`src/rtl/cfg_seq_pkg.sv`:
```
// cfg_seq_pkg
//   Shared definitions for the configuration stream sequencer:
//   - cfg_seq_state_e : sequencer FSM states
//   - TERM_TILE_ID    : TILE byte value that ends a configuration stream
//   - DEF_*           : default widths / tile count used by the top level
//   - addr_hi_illegal : flags ADDR_HI bytes carrying bits beyond ADDR_W
package cfg_seq_pkg;

  localparam int unsigned DEF_NB_TILES = 16;
  localparam int unsigned DEF_ADDR_W   = 10;
  localparam int unsigned DEF_DATA_W   = 8;

  // Header fields are always byte-sized, whatever DATA_W is.
  localparam int unsigned BYTE_W       = 8;
  localparam int unsigned TILE_IDX_W   = 8;

  localparam logic [BYTE_W-1:0] TERM_TILE_ID = 8'hFF;

  typedef enum logic [3:0] {
    IDLE,
    HDR_TILE,
    HDR_ALO,
    HDR_AHI,
    HDR_CNT,
    DATA,
    CHK,
    DONE,
    ERROR
  } cfg_seq_state_e;

  // ADDR_HI supplies address bits [ADDR_W-1:8]; any bit above that is illegal.
  function automatic logic addr_hi_illegal(input logic [BYTE_W-1:0] hi,
                                           input int unsigned        addr_w);
    logic illegal;
    if (addr_w >= 16) begin
      illegal = 1'b0;
    end else begin
      illegal = ((hi >> (addr_w - 8)) != '0);
    end
    return illegal;
  endfunction

endpackage

```
`src/rtl/cfg_stream_sequencer_tile_onehot_decoder.sv`:
```
// tile_onehot_decoder
//   Registered index-to-one-hot decoder. When enable is high the bit
//   selected by index is set in the following cycle, for one cycle only;
//   otherwise select is all zeros. An out-of-range index yields zero.
// Ports:
//   clock   in  rising-edge clock
//   reset   in  synchronous active-high reset (clears select)
//   enable  in  produce a strobe for index next cycle
//   index   in  tile index
//   select  out one-hot strobe, NB_TILES wide
module tile_onehot_decoder #(
  parameter int unsigned NB_TILES = 16,
  parameter int unsigned IDX_W    = 8
) (
  input  logic                clock,
  input  logic                reset,
  input  logic                enable,
  input  logic [IDX_W-1:0]    index,
  output logic [NB_TILES-1:0] select
);

  logic [NB_TILES-1:0] onehot;

  always_comb begin
    onehot = '0;
    for (int unsigned i = 0; i < NB_TILES; i++) begin
      if (32'(index) == i) begin
        onehot[i] = 1'b1;
      end
    end
  end

  always_ff @(posedge clock) begin
    if (reset) begin
      select <= '0;
    end else if (enable) begin
      select <= onehot;
    end else begin
      select <= '0;
    end
  end

endmodule

```
`src/rtl/cfg_stream_sequencer.sv`:
```
// cfg_stream_sequencer
//   Fabric configuration controller. Parses a byte stream of records
//   (TILE, ADDR_LO, ADDR_HI, CNT, then CNT+1 data bytes) and drives the
//   broadcast tile loader bus with one write per accepted data byte,
//   auto-incrementing the address. A TILE byte of 8'hFF ends the stream.
//
// Optional feature (macro CFG_SEQ_CHECKSUM_EN):
//   After the terminator one extra byte is accepted and compared with the
//   XOR of every stream byte since start (terminator included);
//   match -> DONE, mismatch -> ERROR. Without the macro the terminator
//   goes straight to DONE.
//
// Ports:
//   clock         in   configuration clock (rising edge)
//   reset         in   synchronous active-high reset
//   start         in   arms the sequencer from IDLE or DONE
//   cfg_valid     in   stream byte valid
//   cfg_ready     out  sequencer accepts a byte (HDR_*/DATA[/CHK])
//   cfg_data      in   stream byte
//   select_tile   out  one-hot write strobe, one cycle per write
//   address_tile  out  write address (holds when idle)
//   data_tile     out  write data (holds when idle)
//   busy          out  stream in progress
//   done          out  stream completed (level)
//   error         out  stream aborted on a bad record (level, until reset)
module cfg_stream_sequencer
  import cfg_seq_pkg::*;
#(
  parameter int unsigned NB_TILES = DEF_NB_TILES,
  parameter int unsigned ADDR_W   = DEF_ADDR_W,
  parameter int unsigned DATA_W   = DEF_DATA_W
) (
  input  logic                clock,
  input  logic                reset,
  input  logic                start,
  input  logic                cfg_valid,
  output logic                cfg_ready,
  input  logic [DATA_W-1:0]   cfg_data,
  output logic [NB_TILES-1:0] select_tile,
  output logic [ADDR_W-1:0]   address_tile,
  output logic [DATA_W-1:0]   data_tile,
  output logic                busy,
  output logic                done,
  output logic                error
);

  cfg_seq_state_e state, state_nxt;

  logic [TILE_IDX_W-1:0] tile_q, tile_nxt;
  logic [BYTE_W-1:0]     alo_q, alo_nxt;
  logic [BYTE_W-1:0]     remaining_q, remaining_nxt;
  logic [ADDR_W-1:0]     addr_q, addr_nxt;
  logic [ADDR_W-1:0]     address_nxt;
  logic [DATA_W-1:0]     data_nxt;
  logic                  wr_en;
  logic                  accept;
  logic [BYTE_W-1:0]     byte_in;

`ifdef CFG_SEQ_CHECKSUM_EN
  logic [BYTE_W-1:0]     xor_q, xor_nxt;
`endif

  assign byte_in = cfg_data[BYTE_W-1:0];

  always_comb begin
    state_nxt     = state;
    tile_nxt      = tile_q;
    alo_nxt       = alo_q;
    remaining_nxt = remaining_q;
    addr_nxt      = addr_q;
    address_nxt   = address_tile;
    data_nxt      = data_tile;
    wr_en         = 1'b0;

    unique case (state)
      HDR_TILE, HDR_ALO, HDR_AHI, HDR_CNT, DATA: cfg_ready = 1'b1;
`ifdef CFG_SEQ_CHECKSUM_EN
      CHK:                                       cfg_ready = 1'b1;
`endif
      default:                                   cfg_ready = 1'b0;
    endcase

    busy   = cfg_ready;
    done   = (state == DONE);
    error  = (state == ERROR);
    accept = cfg_valid & cfg_ready;

`ifdef CFG_SEQ_CHECKSUM_EN
    xor_nxt = xor_q;
    if (accept) begin
      xor_nxt = xor_q ^ byte_in;
    end
`endif

    case (state)
      IDLE, DONE: begin
        if (start) begin
          state_nxt = HDR_TILE;
`ifdef CFG_SEQ_CHECKSUM_EN
          xor_nxt   = '0;
`endif
        end
      end

      HDR_TILE: begin
        if (accept) begin
          if (byte_in == TERM_TILE_ID) begin
`ifdef CFG_SEQ_CHECKSUM_EN
            state_nxt = CHK;
`else
            state_nxt = DONE;
`endif
          end else if (32'(byte_in) >= NB_TILES) begin
            state_nxt = ERROR;
          end else begin
            tile_nxt  = byte_in;
            state_nxt = HDR_ALO;
          end
        end
      end

      HDR_ALO: begin
        if (accept) begin
          alo_nxt   = byte_in;
          state_nxt = HDR_AHI;
        end
      end

      HDR_AHI: begin
        if (accept) begin
          if (addr_hi_illegal(byte_in, ADDR_W)) begin
            state_nxt = ERROR;
          end else begin
            addr_nxt  = ADDR_W'({byte_in, alo_q});
            state_nxt = HDR_CNT;
          end
        end
      end

      HDR_CNT: begin
        if (accept) begin
          remaining_nxt = byte_in;
          state_nxt     = DATA;
        end
      end

      DATA: begin
        if (accept) begin
          // The write is issued even when it is the one that runs off the
          // top of the address space; only the following increment errors.
          wr_en       = 1'b1;
          address_nxt = addr_q;
          data_nxt    = cfg_data;
          if (remaining_q == '0) begin
            state_nxt = HDR_TILE;
          end else if (addr_q == '1) begin
            state_nxt = ERROR;
          end else begin
            remaining_nxt = remaining_q - 1'b1;
            addr_nxt      = addr_q + 1'b1;
          end
        end
      end

`ifdef CFG_SEQ_CHECKSUM_EN
      CHK: begin
        if (accept) begin
          state_nxt = (byte_in == xor_q) ? DONE : ERROR;
        end
      end
`endif

      ERROR: begin
        state_nxt = ERROR;
      end

      default: begin
        state_nxt = IDLE;
      end
    endcase
  end

  always_ff @(posedge clock) begin
    if (reset) begin
      state        <= IDLE;
      tile_q       <= '0;
      alo_q        <= '0;
      remaining_q  <= '0;
      addr_q       <= '0;
      address_tile <= '0;
      data_tile    <= '0;
    end else begin
      state        <= state_nxt;
      tile_q       <= tile_nxt;
      alo_q        <= alo_nxt;
      remaining_q  <= remaining_nxt;
      addr_q       <= addr_nxt;
      address_tile <= address_nxt;
      data_tile    <= data_nxt;
    end
  end

`ifdef CFG_SEQ_CHECKSUM_EN
  always_ff @(posedge clock) begin
    if (reset) begin
      xor_q <= '0;
    end else begin
      xor_q <= xor_nxt;
    end
  end
`endif

  // Strobe is registered alongside address/data so all three line up in
  // the cycle after the data byte is accepted.
  tile_onehot_decoder #(
    .NB_TILES (NB_TILES),
    .IDX_W    (TILE_IDX_W)
  ) u_select_dec (
    .clock  (clock),
    .reset  (reset),
    .enable (wr_en),
    .index  (tile_q),
    .select (select_tile)
  );

endmodule

```
`config.mk`:
```
export PLATFORM = sky130hd
export DESIGN_NAME = cfg_stream_sequencer
export DESIGN_NICKNAME = d
export VERILOG_FILES = /design/src/rtl/cfg_seq_pkg.sv /design/src/rtl/cfg_stream_sequencer_tile_onehot_decoder.sv /design/src/rtl/cfg_stream_sequencer.sv
export SDC_FILE = /design/constraint.sdc
export NUM_CORES = 1
export LEC_CHECK = 0
export BUFFER_PORTS_ARGS = -buffer_cell sky130_fd_sc_hd__buf_4
export CAP_MARGIN = 0
export CORE_ASPECT_RATIO = 1.4
export CORE_UTILIZATION = 46
export CTS_CLUSTER_DIAMETER = 200
export DETAILED_ROUTE_END_ITERATION = 12
export PLACE_DENSITY = 0.64
export SYNTH_ARGS = -nofsm -noshare
export SYNTH_HDL_FRONTEND = slang
export SYNTH_SLANG_ARGS = --single-unit
```
`constraint.sdc`:
```
create_clock -name clock -period 3.2 [get_ports clock]
set_input_delay 0.64 -clock clock [delete_from_list [all_inputs] [get_ports clock]]
set_output_delay 0.64 -clock clock [all_outputs]
set_load 0.005 [all_outputs]
```
# Yosys cells after proc, flatten, opt, wreduce, memory -nomap -nowiden
# Index checks and enable logic that the tools add are counted.
# Widths: inputs -> output; s select.
# classes
magnitude_cmp	1
n_mux	44
addsub	2
bitwise	4
n_eq_ne	34
reduce_logical	15
# ops
op	n
$eq 8x4->1 const B	8
$mux 10	5
$mux 4	11
$eq 8x3->1 const B	4
$mux 8	4
$pmux 4 s7	1
$mux 1	21
$pmux 10 s2	1
$ne 2x2->1 const B	9
$eq 8x2->1 const B	2
$logic_not 8->1	2
$pmux 8 s2	1
$eq 4x3->1 const B	3
$add 10x1->10 const B	1
$eq 10x10->1 const B	1
$eq 4x2->1 const B	2
$eq 8x1->1 const B	1
$eq 8x8->1 const B	1
$ge 8x5->1 const B	1
$reduce_bool 8->1	1
$sub 8x1->8 const B	1
$reduce_and 7->1	1
$reduce_and 6->1	1
$reduce_and 5->1	1
11 further kinds	16
# totals
out_inout_bits	38
input_bits	12
register_bits	72

# Logic depth before layout (Yosys ltp)
# logic_depth
word_depth	9
ltp_mapped	9

# Modules after synthesis
# A second synthesis with hierarchy kept.
# hier_totals
cells_unflattened	382
hier_area_um2	3260.6
# modules_own_cells
mod	cells_each	instances	seq_area_each_um2	area_each_um2
cfg_stream_sequencer	340	1	1121.1	2781.4
tile_onehot_decoder	42	1	320.3	479.2

# Worst setup path before layout
# Ideal clock, no wire load.
# synth_path
path_kind	input port to flip-flop
startpoint	in cfg_data[6]
endpoint	reg addr_q[4]
path_buffers	1
slack_ns	1.218
cell_stages	6
arrival_time_ns	1.854
path_cell_list	nor4_4 > a21boi_0 > nor4_4 > buf_6 > mux2i_1 > nor2_1
# synth_via
elab_chain_cells	5
# synth_rtl
element	line	text
from (decl)	cfg_stream_sequencer.sv:38	input logic [DATA_W-1:0] cfg_data,
$reduce_bool 8->1	cfg_seq_pkg.sv:38	illegal = ((hi >> (addr_w - 8)) != '0);
$mux 1	cfg_stream_sequencer.sv:130	if (accept) begin
$mux 1	cfg_stream_sequencer.sv:95	case (state)
$ne 2x2->1 (no line)	n/a	
$reduce_and 6->1 (no line)	n/a	
to (signal assigned)	cfg_stream_sequencer.sv:197	addr_q <= addr_nxt;
to (decl)	cfg_stream_sequencer.sv:52	logic [ADDR_W-1:0] addr_q, addr_nxt;
# No other way between the ends. The select of a mux whose other input is x is not followed.
# A chain may end at the register's enable or synchronous reset.

# Worst setup path in the final report
# layout_path
startpoint	reg remaining_q[0]
endpoint	reg remaining_q[1]
# layout_via
elab_chain_cells	5
elab_cells_between_ends	8
cone_classes	add/sub (1); eq/ne (1); mux (4); reduce/logical (2)
# layout_rtl
element	line	text
from (decl)	cfg_stream_sequencer.sv:51	logic [BYTE_W-1:0] remaining_q, remaining_nxt;
from (signal assigned)	cfg_stream_sequencer.sv:196	remaining_q <= remaining_nxt;
$sub 8x1->8	cfg_stream_sequencer.sv:159	remaining_nxt = remaining_q - 1'b1;
$mux 8	cfg_stream_sequencer.sv:156	end else if (addr_q == '1) begin
$mux 8	cfg_stream_sequencer.sv:154	if (remaining_q == '0) begin
$mux 8	cfg_stream_sequencer.sv:148	if (accept) begin
$pmux 8 s2	cfg_stream_sequencer.sv:95	
# Several ways; a longest one is shown, not always the timed one. The select of a mux whose other input is x is not followed.

==> results.sh <==
export IMPL_synth_edff_count=0
export IMPL_synth_nets=397
export IMPL_cts_repair_resized=0
export IMPL_grt_max_degree=62
export IMPL_critPathBufInv=1
export IMPL_p_leak_uw=0.00141
export IMPL_place_hpwl_um=5180
export IMPL_mostFrequentLayoutCell="dfxtp_1"
export IMPL_max_stage_delay_ns=0.52
export IMPL_cts_tree="yes"
export IMPL_drt_iter0_markers=149
export IMPL_num_vias=2840
export IMPL_netlist_instances=383
export IMPL_cts_hold_buffers=0
export IMPL_maxSlewHeadroom_pct=55.2
export IMPL_clock_root_buffer="clkbuf_8"
export IMPL_worstPathCellList="inv_1 > ha_1 > or4b_4 > nor3_4 > or3b_1 > mux2i_1 > nor2_1"
export IMPL_dr_pass1_iters=4
export IMPL_yosys_area_top_type="dfxtp_1"
export IMPL_yosysTopAreaCellShare_pct=43.5
export IMPL_seq_area_frac_synth_pct=43.5
export IMPL_clk_pin_slew_ns=0.09
export IMPL_tns_ns=0
export IMPL_yosysWarnings=0
export IMPL_ant_nets=0
export IMPL_worstPathRequired_ns=3.42
export IMPL_grt_setup_unrepaired="false"
export IMPL_clkLatencyLatePin_ns=0.35
export IMPL_layout_common_cells="dfxtp_1, buf_4, nand2_1"
export IMPL_power_density_nw_per_um2=450
export IMPL_gr_usage_all_layers_pct=21.8
export IMPL_wire_per_inst_um=14.5
export IMPL_setup_violations_final=0
export IMPL_antennaDiodeCount=0
export IMPL_core_area_um2=6980
export IMPL_antenna_found_initial=0
export IMPL_cp_data_arrival_time_ns=2.51
export IMPL_portBuffers=49
export IMPL_cts_max_level=3
export IMPL_syn_area_um2=3320
export IMPL_overflow=0
export IMPL_die_y_um=102
export IMPL_max_vdd_ir_drop_mv=0.251
export IMPL_clock_skew_ns=0.00744
export IMPL_ys_seq_elements=72
export IMPL_min_period_over_period_pct=71.6
export IMPL_critPathKind="register to register"
export IMPL_gp_congestion=0.790
export IMPL_syn_to_final_growth_pct=18.1
export IMPL_crit_family="simple AND/OR/NAND/NOR gates"
export IMPL_grt_pass1_vias=2539
export IMPL_vias_per_cell=5.40
export IMPL_status="finished, final reports clean"
export IMPL_cp_max_fo=15
export IMPL_cts_num_sinks=72
export IMPL_finalHoldViolCount=0
export IMPL_die_area_um2=7560
export IMPL_dieWidth_um=73.8
export IMPL_nNetsFinal=440
export IMPL_synth_avg_cell_area_um2=8.66
export IMPL_drive_above_1_share_pct=20.9
export IMPL_clock_path_buffers=2
export IMPL_io_pin_count=50
export IMPL_totalWireLength_um=7630
export IMPL_cts_setup_buffers=0
export IMPL_start_kind="register"
export IMPL_netlist_top_cells_area="dfxtp_1, nand2_1, nor2_1"
export IMPL_start_util_pct=47.5
export IMPL_maxSlewViolCount=0
export IMPL_max_cap_violations=0
export IMPL_row_count=36
export IMPL_drc=0
export IMPL_synthFlopType="dfxtp_1"
export IMPL_crit_slowest_cell="or4b_4"
export IMPL_synth_cell_types=58
export IMPL_worstMarginPinSlew_ns=0.670
export IMPL_timing_hold_ws_ns=0.457
export IMPL_cts_buffers=9
export IMPL_async_reset_ff_share_pct=0
export IMPL_final_min_clock_period_ns=2.29
export IMPL_max_freq_mhz=437
export IMPL_worstSetupEndpointType="register"
export IMPL_grt_pass1_wl_um=12400
export IMPL_hold_path_class="register to register"
==> cells in the mapped netlist (3+ instances only) <==
cell,instances
nand4_1,4
nor2b_1,5
a21oi_1,36
o211ai_1,3
clkbuf_1,12
nor3_1,12
nor2_1,49
xnor2_1,3
o21ai_0,13
nand3_1,7
buf_2,7
o31ai_1,5
dfxtp_1,72
nand2b_1,15
and2_1,5
a211oi_1,3
nand2_1,53
inv_1,4
and4_1,3
mux2i_1,17
nor4b_1,4
==> worst paths after layout <==
check / from / endpoint / slack (ns) / cells past startpoint
hold / removal: address_tile[9] / address_tile[9] / 0.46 / 2
hold reg to reg: address_tile[9] / address_tile[9] / 0.46 / 2
setup / recovery: remaining_q[0] / remaining_q[1] / 0.91 / 7
setup reg to reg: remaining_q[0] / remaining_q[1] / 0.91 / 7
==> area by class of cell <==
cell class	instances	area (um2)
Inverter	4	15.0
Clock buffer	9	124
Sequential cell	72	1440
Clock inverter	7	61.3
Multi-Input combinational cell	282	1730
Fill cell	669	3070
Tap cell	95	119
Timing Repair Buffer	57	428
==> power breakdown <==
part / internal (uW) / switching, uW
clock: 297 / 391
combinational: 72.5 / 88.8
sequential: 902 / 11.5
==> registers in the layout, indices dropped and copies added, names as in the netlist <==
register	cells
state	4
tile_q	8
remaining_q	8
data_tile	8
u_select_dec.select	16
address_tile	10
alo_q	8
addr_q	10
==> layer usage <==
layer / global-route usage [%] / share of wire [%] / vias up / wire [um]
met3: 4.93 / 4.5 / 13 / 343
met5: 0 / 0 / - / 0
met4: 8.43 / 1.5 / 0 / 114
met2: 36.1 / 50 / 67 / 3800
li1: - / - / 1423 / -
met1: 27.3 / 44 / 1337 / 3380
==> cell families (layout without fill, tap and decap cells) <==
family,count (synthesis),count (layout),synth area share (%)
AO/OA/AOI/OAI,81,81,15.7
XOR/XNOR,5,5,1.32
adder cells (fa/ha/maj),2,2,0.755
buffers and inverters,29,77,4.60
flip-flops,72,72,43.5
multiplexers,17,17,5.13
AND/OR/NAND/NOR,177,177,29.1
==> through the flow <==
stage | power, uW | util [%] | worst slack [ns] | cell area (um2) | std cells
global route | 1840 | 56.1 | 0.771 | 3920 | 526
CTS | 1780 | 56.1 | 0.926 | 3920 | 526
finish | 1760 | 56.1 | 0.909 | 3920 | 526
global placement | 1090 | 53.4 | 0.980 | 3730 | 510
floorplan | 1040 | - | 1.22 | 3320 | 383
detailed placement | 1100 | 53.4 | 0.941 | 3730 | 510
==> tightest hold or removal path: stages (launching register included) <==
cell	delay, ns
dfxtp_1	0.32
nand2_1	0.05
a21oi_1	0.05
No activity file was read; power rests on OpenSTA's default activity.
